`src/rtl/alu_exec_unit.sv`:
```
// Execute-stage ALU: single-cycle arithmetic/logic/shift ops with a registered result,
// plus an iterative signed shift-add multiplier that writes HI/LO and stalls the pipeline.
module alu_exec_unit #(
  parameter int WIDTH      = 16,
  parameter int MUL_CYCLES = 16
) (
  input  logic             clk,
  input  logic             rst_n,
  input  logic [5:0]       alu_control,
  input  logic [WIDTH-1:0] a,
  input  logic [WIDTH-1:0] b,
  input  logic             in_valid,
  output logic             in_ready,
  output logic [WIDTH-1:0] result,
  output logic             zero,
  output logic             out_valid,
  output logic             busy,
  output logic [WIDTH-1:0] hi,
  output logic [WIDTH-1:0] lo
);

  localparam int CW = $clog2(MUL_CYCLES) + 1;

  localparam logic [5:0] OP_ADD  = 6'b010000;
  localparam logic [5:0] OP_SUB  = 6'b010001;
  localparam logic [5:0] OP_AND  = 6'b010010;
  localparam logic [5:0] OP_OR   = 6'b010011;
  localparam logic [5:0] OP_XOR  = 6'b010101;
  localparam logic [5:0] OP_SLL  = 6'b110000;
  localparam logic [5:0] OP_SRL  = 6'b110001;
  localparam logic [5:0] OP_SLT  = 6'b110011;
  localparam logic [5:0] OP_MULT = 6'b010110;

  typedef enum logic [1:0] {IDLE, MUL, FIX} state_t;

  state_t               state, state_next;
  logic [2*WIDTH-1:0]   acc;
  logic [2*WIDTH-1:0]   mcand;
  logic [2*WIDTH-1:0]   product;
  logic [WIDTH-1:0]     mplier;
  logic [WIDTH-1:0]     a_mag, b_mag;
  logic [WIDTH-1:0]     alu_res;
  logic [CW-1:0]        count;
  logic                 sign;
  logic                 accept;
  logic                 is_mult;

  assign busy     = (state != IDLE);
  assign in_ready = ~busy;
  assign accept   = in_valid & in_ready;
  assign is_mult  = (alu_control == OP_MULT);

  // Magnitudes are unsigned, so the most negative operand maps to 2^(WIDTH-1)
  assign a_mag   = a[WIDTH-1] ? (~a + {{(WIDTH-1){1'b0}}, 1'b1}) : a;
  assign b_mag   = b[WIDTH-1] ? (~b + {{(WIDTH-1){1'b0}}, 1'b1}) : b;
  assign product = sign ? (~acc + {{(2*WIDTH-1){1'b0}}, 1'b1}) : acc;

  always_comb begin
    alu_res = a + b;
    case (alu_control)
      OP_ADD: alu_res = a + b;
      OP_SUB: alu_res = a - b;
      OP_AND: alu_res = a & b;
      OP_OR:  alu_res = a | b;
      OP_XOR: alu_res = a ^ b;
      OP_SLL: alu_res = a << b[3:0];
      OP_SRL: alu_res = a >> b[3:0];
      OP_SLT: alu_res = {{(WIDTH-1){1'b0}}, ($signed(a) < $signed(b))};
      default: alu_res = a + b;
    endcase
  end

  always_comb begin
    state_next = state;
    case (state)
      IDLE: if (accept && is_mult) state_next = MUL;
      MUL:  if (count == CW'(MUL_CYCLES - 1)) state_next = FIX;
      FIX:  state_next = IDLE;
      default: state_next = IDLE;
    endcase
  end

  always_ff @(posedge clk or negedge rst_n) begin
    if (!rst_n) state <= IDLE;
    else        state <= state_next;
  end

  // Multiplicand shifts left and multiplier shifts right, one partial product per edge
  always_ff @(posedge clk or negedge rst_n) begin
    if (!rst_n) begin
      result    <= '0;
      zero      <= 1'b0;
      out_valid <= 1'b0;
      hi        <= '0;
      lo        <= '0;
      acc       <= '0;
      mcand     <= '0;
      mplier    <= '0;
      count     <= '0;
      sign      <= 1'b0;
    end else begin
      out_valid <= 1'b0;
      case (state)
        IDLE: begin
          if (accept) begin
            if (is_mult) begin
              mcand  <= {{WIDTH{1'b0}}, a_mag};
              mplier <= b_mag;
              acc    <= '0;
              count  <= '0;
              sign   <= a[WIDTH-1] ^ b[WIDTH-1];
            end else begin
              result    <= alu_res;
              zero      <= (alu_res == '0);
              out_valid <= 1'b1;
            end
          end
        end
        MUL: begin
          acc    <= acc + (mplier[0] ? mcand : '0);
          mcand  <= mcand << 1;
          mplier <= mplier >> 1;
          count  <= count + CW'(1);
        end
        FIX: begin
          hi        <= product[2*WIDTH-1:WIDTH];
          lo        <= product[WIDTH-1:0];
          result    <= product[WIDTH-1:0];
          zero      <= (product[WIDTH-1:0] == '0);
          out_valid <= 1'b1;
        end
        default: ;
      endcase
    end
  end

endmodule

```
`config.mk`:
```
export PLATFORM = sky130hd
export DESIGN_NAME = alu_exec_unit
export DESIGN_NICKNAME = d
export VERILOG_FILES = /design/src/rtl/alu_exec_unit.sv
export SDC_FILE = /design/constraint.sdc
export NUM_CORES = 1
export LEC_CHECK = 0
export CAP_MARGIN = 25
export CORE_AREA = 4 4 153 155
export DETAILED_ROUTE_END_ITERATION = 7
export DIE_AREA = 0 0 157 159
export GPL_TIMING_DRIVEN = 0
export PLACE_DENSITY = 0.82
export SYNTH_ARGS = -nofsm -noshare
export SYNTH_HDL_FRONTEND = slang
export SYNTH_SLANG_ARGS = --single-unit
```
`constraint.sdc`:
```
create_clock -name clk -period 5.6 [get_ports clk]
set_input_delay 0.84 -clock clk [delete_from_list [all_inputs] [get_ports clk]]
set_output_delay 0.84 -clock clk [all_outputs]
set_load 0.005 [all_outputs]
```
==> impl_metrics.env, run 1 <==
export IMPL_crit_top_cell="o21ai_0"
export IMPL_antenna_found_initial=0
export IMPL_grt_overflow=0
export IMPL_required_ns=5.94
export IMPL_drive_above_1_share_pct=7.172
export IMPL_num_rows=54
export IMPL_start_util_pct=54.46
export IMPL_synth_top_area_cell="dfrtp_1"
export IMPL_ys_warnings_count=0
export IMPL_skew_ns=0.01010
export IMPL_synth_most_common_cell="dfrtp_1"
export IMPL_cts_post_setup_buffers_inserted=0
export IMPL_reg2reg_from="mplier[0]$_DFFE_PN0P_"
export IMPL_hold_buffers=0
export IMPL_vdd_drop_max_mv=0.2424
export IMPL_synth_cells=1367
export IMPL_core_area_um2=21820
export IMPL_drt_initial_drc_count=1170
export IMPL_startpoint_type="input port"
export IMPL_period_needed_ns=5.183
export IMPL_route_vias_total=11730
export IMPL_cts_root_buf="clkbuf_16"
export IMPL_synth_area_top_cells="dfrtp_1 (29%), ha_1 (8.9%), o21ai_0 (5.7%)"
export IMPL_path_delay_family="compound AO/OA/AOI/OAI gates"
export IMPL_synth_edf_count=0
export IMPL_htreeDepth=4
export IMPL_cts_buffer_depth=2
export IMPL_crit_path_max_fanout=11
export IMPL_drtPass1Iterations=6
export IMPL_path_clk_slew_ns=0.06
export IMPL_cts_buffers_inserted=17
export IMPL_ant_nets=0
export IMPL_cap_violations=0
export IMPL_dpl_hpwl_um=32020
export IMPL_dieArea_um2=24960
export IMPL_routedWlPerCell_um=23.07
export IMPL_grt_pass1_wl_um=63690
export IMPL_ios=93
export IMPL_layout_area_overhead_vs_synth_pct=16.04
export IMPL_synth_area_um2=11890
export IMPL_power_density_nw_per_um2=333.2
export IMPL_timing_setup_critical_path_class="input port to flop"
export IMPL_synth_ff_type="dfrtp_1"
export IMPL_avgSynthCellArea_um2=8.694
export IMPL_gp_congestion=1.078
export IMPL_routed_wl_um=40880
export IMPL_ys_ff_latch=138
export IMPL_grtUsageTotal_pct=32.31
export IMPL_clock_sinks=138
export IMPL_fillers=1871
export IMPL_drv_slew=0
export IMPL_clk_insertion_delay_late_ns=0.43
export IMPL_multiInputGateArea_um2=7868
export IMPL_max_freq_mhz=192.9
export IMPL_endpoint_kind="flop"
export IMPL_ff_latch_area_um2=3453
export IMPL_critPathLaunch="b[2]"
export IMPL_synth_cell_types=80
export IMPL_die_h_um=159
export IMPL_finalSetupViolCount=0
export IMPL_grt_start_max_net_pins=92
export IMPL_final_nets=1608
export IMPL_ys_seq_area_share_pct=29.06
export IMPL_slowest_delay_ns=0.51
export IMPL_holdCritPathClass="input port to async pin"
export IMPL_hold_viol=0
export IMPL_grt_pass1_vias=11370
export IMPL_io_buffer_count=92
export IMPL_diodes=0
export IMPL_route_detailed_drc=0
export IMPL_p_leak_uw=0.006063
export IMPL_timing_final_crit_share_pct=92.55
export IMPL_yosysTopAreaCellShare_pct=29.06
export IMPL_maxSlewHeadroom_pct=32.00
export IMPL_worstMarginPinSlew_ns=1.012
export IMPL_synth_commonest_cells="dfrtp_1 (138), o21ai_0 (135), nand2_1 (110)"
export IMPL_viasPerCell=6.620
export IMPL_setup_ws_ns=0.4173
export IMPL_whs_ns=0.3279
export IMPL_cp_slowest_cell="ha_1"
export IMPL_setup_tns_ns=0
export IMPL_syn_num_nets=1496
export IMPL_async_flop_share_pct=100.0
export IMPL_cts_resized=0
export IMPL_place_ws_ns=-0.08031
export IMPL_rsz0062_at_grt="no"
export IMPL_cp_arrival_ns=5.52
export IMPL_dieWidth_um=157
export IMPL_cts_tree="yes"
export IMPL_status="completed"
export IMPL_path_cells="clkdlybuf4s50_1, buf_2, clkinv_1, clkbuf_2, ha_1, inv_1, nand4_1, o21ai_0, o41ai_2, o21ai_0, a211o_1, a221oi_1, o21ai_0, nand4b_1, o31ai_1"
export IMPL_crit_buf_inv=5
## power breakdown
group / internal (uW) / total, uW / leakage, uW / switching (uW)
sequential: 1260 / 1550 / 0.00186 / 283
clock: 675 / 1160 / 0.000298 / 488
combinational: 811 / 1880 / 0.00390 / 1070
## worst paths after layout
check	end	cells after the start	slack, ns
max in group asynchronous	count[3]$_DFFE_PN0P_	2	4.49
worst min register to register	hi[2]$_DFFE_PN0P_	2	0.47
worst max register to register	acc[31]$_DFFE_PN0P_	13	1.40
worst min-delay path	result[9]$_DFFE_PN0P_	1	0.33
min in group clk	hi[2]$_DFFE_PN0P_	2	0.47
worst max-delay path	zero$_DFFE_PN0P_	15	0.42
## cells in the final DEF (no fill, tap or decap), drive strengths merged, types with 43 or more instances in the layout
cell	netlist	final
a21oi	67	67
dfrtp	138	138
ha	85	85
nand2	110	110
inv	60	69
clkdlybuf4s50	0	91
clkbuf	62	80
o21ai	142	142
xnor2	43	43
nor2	104	104
## cells by family after synthesis
group | synth area share, %
buffers and inverters | 4.748
XOR/XNOR | 6.190
flip-flops | 29.06
multiplexers | 6.601
AND/OR/NAND/NOR | 16.92
AO/OA/AOI/OAI | 27.03
adder cells (fa/ha/maj) | 9.454
## worst reg2reg max path: cells and delay by family (launching register included)
kind                     cells  cell delay (ns)
AO/OA/AOI/OAI                7             2.25
multiplexers                 1             0.18
adder cells (fa/ha/maj)      1             0.29
buffers and inverters        1             0.29
flip-flops                   1             0.50
AND/OR/NAND/NOR              3             0.59
## through the flow
stage | util (%) | cell area [um^2] | total power (uW) | cells
floorplan | - | 11890 | 2693 | 1367
global placement | 60.29 | 13160 | 3339 | 1739
detailed placement | 60.42 | 13190 | 3405 | 1740
CTS | 63.19 | 13790 | 4576 | 1772
global route | 63.20 | 13790 | 4847 | 1772
finish | 63.20 | 13790 | 4595 | 1772
## flip-flops by register name, indices dropped and copies added, names as in the netlist
| name | cells |
|---|---|
| acc | 32 |
| mcand | 32 |
| hi | 16 |
| lo | 16 |
| mplier | 16 |
| result | 16 |
| count | 5 |
| state | 2 |
| out_valid | 1 |
| sign | 1 |
| zero | 1 |
## per-layer routing
| layer | vias up | track usage (%) | part of all wire (%) |
|---|---|---|---|
| met3 | 140 | 5.654 | 8.2 |
| met4 | 0 | 17.44 | 6.0 |
| met5 | - | 0 | 0 |
| li1 | 5309 | - | - |
| met1 | 5656 | 40.88 | 39 |
| met2 | 626 | 52.36 | 47 |
## cell type report
| cell class | instances | share of cell area [%] |
|---|---|---|
| buffer | 82 | 2.440 |
| clock buffer | 17 | 3.084 |
| clock inverter | 15 | 1.306 |
| inverter | 61 | 1.660 |
| multi-input combinational | 1086 | 57.04 |
| sequential | 138 | 25.04 |
| tap | 280 | 2.540 |
| timing repair buffer | 93 | 6.886 |
(Power assumes the default switching activity.)
==> inputs of run 2 (changes only) <==
--- a/config.mk
+++ b/config.mk
@@ -10,7 +10,7 @@
 export DETAILED_ROUTE_END_ITERATION = 7
 export DIE_AREA = 0 0 157 159
 export GPL_TIMING_DRIVEN = 0
-export PLACE_DENSITY = 0.82
+export PLACE_DENSITY = 0.85
 export SYNTH_ARGS = -nofsm -noshare
 export SYNTH_HDL_FRONTEND = slang
 export SYNTH_SLANG_ARGS = --single-unit
==> constraint.sdc (replaced) <==
create_clock -name clk -period 4.4 [get_ports clk]
set_input_delay 0.66 -clock clk [delete_from_list [all_inputs] [get_ports clk]]
set_output_delay 0.66 -clock clk [all_outputs]
set_load 0.005 [all_outputs]
==> impl_metrics.env, run 2 (synthesized netlist as in run 1, its figures left out) <==
export IMPL_hold_viol=0
export IMPL_setup_ws_ns=0.03552
export IMPL_worstMarginPinSlew_ns=0.8626
export IMPL_cp_slowest_cell="clkdlybuf4s50_1"
export IMPL_required_ns=4.75
export IMPL_startpoint_type="input port"
export IMPL_gp_congestion=1.036
export IMPL_path_cells="clkdlybuf4s50_1, inv_1, ha_1, inv_1, fa_1, nor2b_1, o21a_1, o21ai_1, a211o_1, a21oi_2, nor2_1, a221o_1, a2111oi_4, nand4b_1, o31ai_1"
export IMPL_postPlaceCellArea_um2=13190
export IMPL_dieArea_um2=24960
export IMPL_cts_buffers_inserted=17
export IMPL_ant_nets=0
export IMPL_path_clk_slew_ns=0.07
export IMPL_route_detailed_drc=0
export IMPL_routedWlPerCell_um=23.16
export IMPL_route_vias_total=11870
export IMPL_fin_area_um2=13850
export IMPL_endpoint_kind="flop"
export IMPL_ios=93
export IMPL_fillers=1825
export IMPL_drive_above_1_share_pct=7.965
export IMPL_max_freq_mhz=229.1
export IMPL_power_density_nw_per_um2=424.7
export IMPL_crit_top_cell="inv_1"
export IMPL_cp_arrival_ns=4.72
export IMPL_hold_buffers=0
export IMPL_core_area_um2=21820
export IMPL_crit_buf_inv=3
export IMPL_grt_overflow=0
export IMPL_ff_latch_area_um2=3453
export IMPL_drtPass1Iterations=7
export IMPL_grt_pass1_wl_um=63350
export IMPL_final_nets=1610
export IMPL_rsz0062_at_grt="yes"
export IMPL_p_leak_uw=0.006124
export IMPL_path_delay_family="compound AO/OA/AOI/OAI gates"
export IMPL_antenna_found_initial=0
export IMPL_dpl_hpwl_um=31730
export IMPL_grtUsageTotal_pct=32.07
export IMPL_finalSetupViolCount=0
export IMPL_cts_tree="yes"
export IMPL_drt_initial_drc_count=1169
export IMPL_die_h_um=159
export IMPL_final_cell_mix="dfrtp_1 (138), o21ai_0 (131), nand2_1 (110)"
export IMPL_diodes=0
export IMPL_status="completed"
export IMPL_start_util_pct=54.46
export IMPL_grt_pass1_vias=11440
export IMPL_drv_slew=0
export IMPL_cts_root_buf="clkbuf_16"
export IMPL_final_common_cell="dfrtp_1"
export IMPL_htreeDepth=4
export IMPL_clock_sinks=138
export IMPL_reg_top3="acc x32, mcand x32"
export IMPL_cts_buffer_depth=2
export IMPL_multiInputGateArea_um2=7894
export IMPL_total_power_uw=5881
export IMPL_clk_insertion_delay_late_ns=0.45
export IMPL_vdd_drop_max_mv=0.3138
export IMPL_grt_start_max_net_pins=90
export IMPL_dieWidth_um=157
export IMPL_slowest_delay_ns=0.76
export IMPL_maxSlewHeadroom_pct=41.96
export IMPL_cap_violations=0
export IMPL_routed_wl_um=41080
export IMPL_crit_path_max_fanout=9
export IMPL_layout_area_overhead_vs_synth_pct=16.51
export IMPL_timing_setup_critical_path_class="input port to flop"
export IMPL_timing_final_crit_share_pct=99.19
export IMPL_period_needed_ns=4.364
export IMPL_holdCritPathClass="input port to async pin"
export IMPL_place_ws_ns=-1.040
export IMPL_post_route_util_pct=63.45
export IMPL_io_buffer_count=92
export IMPL_viasPerCell=6.693
export IMPL_num_rows=54
export IMPL_skew_ns=0.01378
==> run 2: cell type report <==
type | count | share of cell area, %
clock inverters | 15 | 1.229
repair buffers | 95 | 7.003
well taps | 280 | 2.530
inverters | 61 | 1.663
multi-input cells | 1086 | 57.01
clock buffers | 17 | 3.072
plain buffers | 82 | 2.557
flip-flops and latches | 138 | 24.94
==> run 2: metrics by stage <==
stage / TNS, ns / hold slack, ns / std cells
3_5_place_dp: -4.545 / 0.4674 / 1741
6_report: 0 / 0.1478 / 1774
2_1_floorplan: 0 / 0.3644 / 1367
4_1_cts: 0 / 0.1663 / 1774
3_3_place_gp: -352.72 / 0.4596 / 1739
5_1_grt: -0.08936 / 0.1860 / 1774
==> run 2: per-layer routing <==
layer  track usage (%)  vias to the layer above  wire, um
met3             5.817                      167      3485
met4             17.24                        0      2579
met1             40.38                     5713     15810
met2             52.07                      671     19200
li1                  -                     5323         -
met5                 0                        -         0
==> run 2: power breakdown <==
group / internal [uW] / switching [uW] / total (uW) / leakage (uW)
logic: 1040 / 1400 / 2440 / 0.00398
registers: 1610 / 367 / 1980 / 0.00186
clock network: 810 / 651 / 1460 / 0.000288
total: 3460 / 2420 / 5880 / 0.00612
==> run 2: path summary, 6_finish.rpt <==
kind                                            start  depth (start not counted)               endpoint  slack, ns
worst max-delay path                             a[0]                         15       zero$_DFFE_PN0P_       0.04
worst max register to register  mplier[0]$_DFFE_PN0P_                         14    acc[31]$_DFFE_PN0P_       0.52
worst min-delay path                            rst_n                          1     lo[15]$_DFFE_PN0P_       0.15
min in group clk                    hi[3]$_DFFE_PN0P_                          2      hi[3]$_DFFE_PN0P_       0.48
max in group asynchronous                       rst_n                          2  mcand[12]$_DFFE_PN0P_       3.45
worst min register to register      hi[3]$_DFFE_PN0P_                          2      hi[3]$_DFFE_PN0P_       0.48
==> run 2: timing repair <==
item                                    in CTS  in global routing
gates resized for setup                      9                 18
endpoints found under the setup margin       5                  5
buffers inserted                             1                  0
pin swaps                                    1                  0
==> inputs of run 3 (changes only) <==
--- a/config.mk
+++ b/config.mk
@@ -6,11 +6,11 @@
 export NUM_CORES = 1
 export LEC_CHECK = 0
 export CAP_MARGIN = 25
-export CORE_AREA = 4 4 153 155
+export CORE_AREA = 2 2 151 153
 export DETAILED_ROUTE_END_ITERATION = 7
-export DIE_AREA = 0 0 157 159
+export DIE_AREA = 0 0 153 155
 export GPL_TIMING_DRIVEN = 0
-export PLACE_DENSITY = 0.85
+export PLACE_DENSITY = 0.87
 export SYNTH_ARGS = -nofsm -noshare
 export SYNTH_HDL_FRONTEND = slang
 export SYNTH_SLANG_ARGS = --single-unit
==> impl_metrics.env, run 3 (synthesized netlist as in run 1, its figures left out) <==
export IMPL_status="completed"
export IMPL_route_vias_total=11850
export IMPL_start_util_pct=53.47
export IMPL_setup_ws_ns=0.04595
export IMPL_io_buffer_count=92
export IMPL_timing_final_crit_share_pct=98.96
export IMPL_clock_sinks=138
export IMPL_drtPass1Iterations=6
export IMPL_rr_worst_depth=14
export IMPL_hold_viol=0
export IMPL_grt_start_max_net_pins=75
export IMPL_die_h_um=155
export IMPL_dieArea_um2=23720
export IMPL_final_cell_mix="dfrtp_1 (138), o21ai_0 (133), nand2_1 (110)"
export IMPL_diodes=0
export IMPL_vdd_drop_max_mv=0.3028
export IMPL_place_ws_ns=-1.009
export IMPL_ff2ff_setup_slack_ns=0.29
export IMPL_route_detailed_drc=0
export IMPL_reg_top3="acc x32, mcand x32"
export IMPL_fillers=1814
export IMPL_postPlaceCellArea_um2=13190
export IMPL_skew_ns=0.01189
export IMPL_finalSetupViolCount=0
export IMPL_htreeDepth=4
export IMPL_required_ns=4.74
export IMPL_cts_root_buf="clkbuf_16"
export IMPL_ios=93
export IMPL_layout_area_overhead_vs_synth_pct=16.77
export IMPL_whs_ns=0.2001
export IMPL_max_freq_mhz=229.7
export IMPL_cts_tree="yes"
export IMPL_drive_above_1_share_pct=8.027
export IMPL_dpl_hpwl_um=31590
export IMPL_num_rows=55
export IMPL_antenna_found_initial=0
export IMPL_period_needed_ns=4.354
export IMPL_cap_violations=0
export IMPL_startpoint_type="input port"
export IMPL_ant_nets=0
export IMPL_rsz0062_at_grt="yes"
export IMPL_final_common_cell="dfrtp_1"
export IMPL_path_clk_slew_ns=0.07
export IMPL_grt_pass1_vias=11440
export IMPL_cts_buffer_depth=2
export IMPL_p_leak_uw=0.006136
export IMPL_fin_area_um2=13880
export IMPL_grtUsageTotal_pct=34.01
export IMPL_crit_path_max_fanout=10
export IMPL_power_density_nw_per_um2=426.1
export IMPL_gp_congestion=1.094
export IMPL_maxSlewHeadroom_pct=44.47
export IMPL_setup_tns_ns=0
export IMPL_core_area_um2=22230
export IMPL_rr_endpoint="acc[31]$_DFFE_PN0P_"
export IMPL_cp_arrival_ns=4.69
export IMPL_drv_slew=0
export IMPL_timing_setup_critical_path_class="input port to flop"
export IMPL_grt_pass1_wl_um=63100
export IMPL_cts_buffers_inserted=17
export IMPL_holdCritPathClass="input port to async pin"
export IMPL_dieWidth_um=153
export IMPL_drt_initial_drc_count=1289
export IMPL_grt_overflow=0
export IMPL_clk_insertion_delay_late_ns=0.44
export IMPL_endpoint_kind="flop"
export IMPL_viasPerCell=6.655
export IMPL_final_nets=1611
export IMPL_hold_buffers=0
export IMPL_worstMarginPinSlew_ns=0.8254
export IMPL_routedWlPerCell_um=22.82
export IMPL_routed_wl_um=40620
export IMPL_reg2reg_from="mplier[0]$_DFFE_PN0P_"
-- run 3: per-stage QoR --
stage          util (%)  power, uW  cells
2_1_floorplan         -       3428   1367
3_3_place_gp      59.22       4243   1744
3_5_place_dp      59.35       4338   1745
4_1_cts           62.28       5864   1778
5_1_grt           62.44       6220   1780
6_report          62.44       5913   1780
-- run 3: report_power, final --
| group | internal (uW) | total (uW) | switching (uW) |
|---|---|---|---|
| clock | 869 | 1500 | 635 |
| sequential | 1610 | 1980 | 368 |
| combinational | 1040 | 2430 | 1390 |
| total | 3520 | 5910 | 2390 |
-- run 3: metal layers --
metal  track usage (%)  part of all wire [%]  up-vias  wire, um
li1                  -                     -     5319         -
met1             42.44                    39     5690     15720
met2             56.54                    47      690     19050
met3             5.181                   8.3      147      3358
met4             19.66                   6.1        0      2483
met5                 0                     0        -         0
-- run 3: worst max-delay path by stage --
stage	start	end	slack [ns]	depth (start not counted)
5_1_grt	b[2]	zero$_DFFE_PN0P_	-0.06	15
2_1_floorplan	b[2]	zero$_DFFE_PN0P_	0.58	14
3_3_place_gp	rst_n	result[6]$_DFFE_PN0P_	-2.52	1
3_5_place_dp	b[2]	zero$_DFFE_PN0P_	-1.01	15
4_1_cts	b[2]	zero$_DFFE_PN0P_	0.002	15
6_report	a[8]	zero$_DFFE_PN0P_	0.05	14
-- run 3: layout make-up --
class	count	area [um^2]	share of cell area, %
tap	285	356.6	2.569
sequential	138	3453	24.88
timing repair buffer	96	977.2	7.041
clock buffer	17	425.4	3.065
multi-input combinational	1086	7893	56.87
buffer	82	349.1	2.515
inverter	61	230.2	1.659
clock inverter	15	193.9	1.397
-- run 3: critical path: stages --
cell             delay (ns)
clkdlybuf4s50_1        0.55
buf_2                  0.32
inv_1                  0.21
ha_1                   0.33
buf_2                  0.18
or2_1                  0.26
or3_1                  0.34
a211o_1                0.31
a21oi_2                0.17
nor2_1                 0.09
a221o_1                0.38
a2111oi_4              0.46
nand4b_1               0.20
o31ai_1                0.23
-- run 3: timing repair --
action,in CTS,in global routing
setup buffers,1,0
gates resized for setup,10,11
pin swaps,1,0
endpoints found under the setup margin,5,4
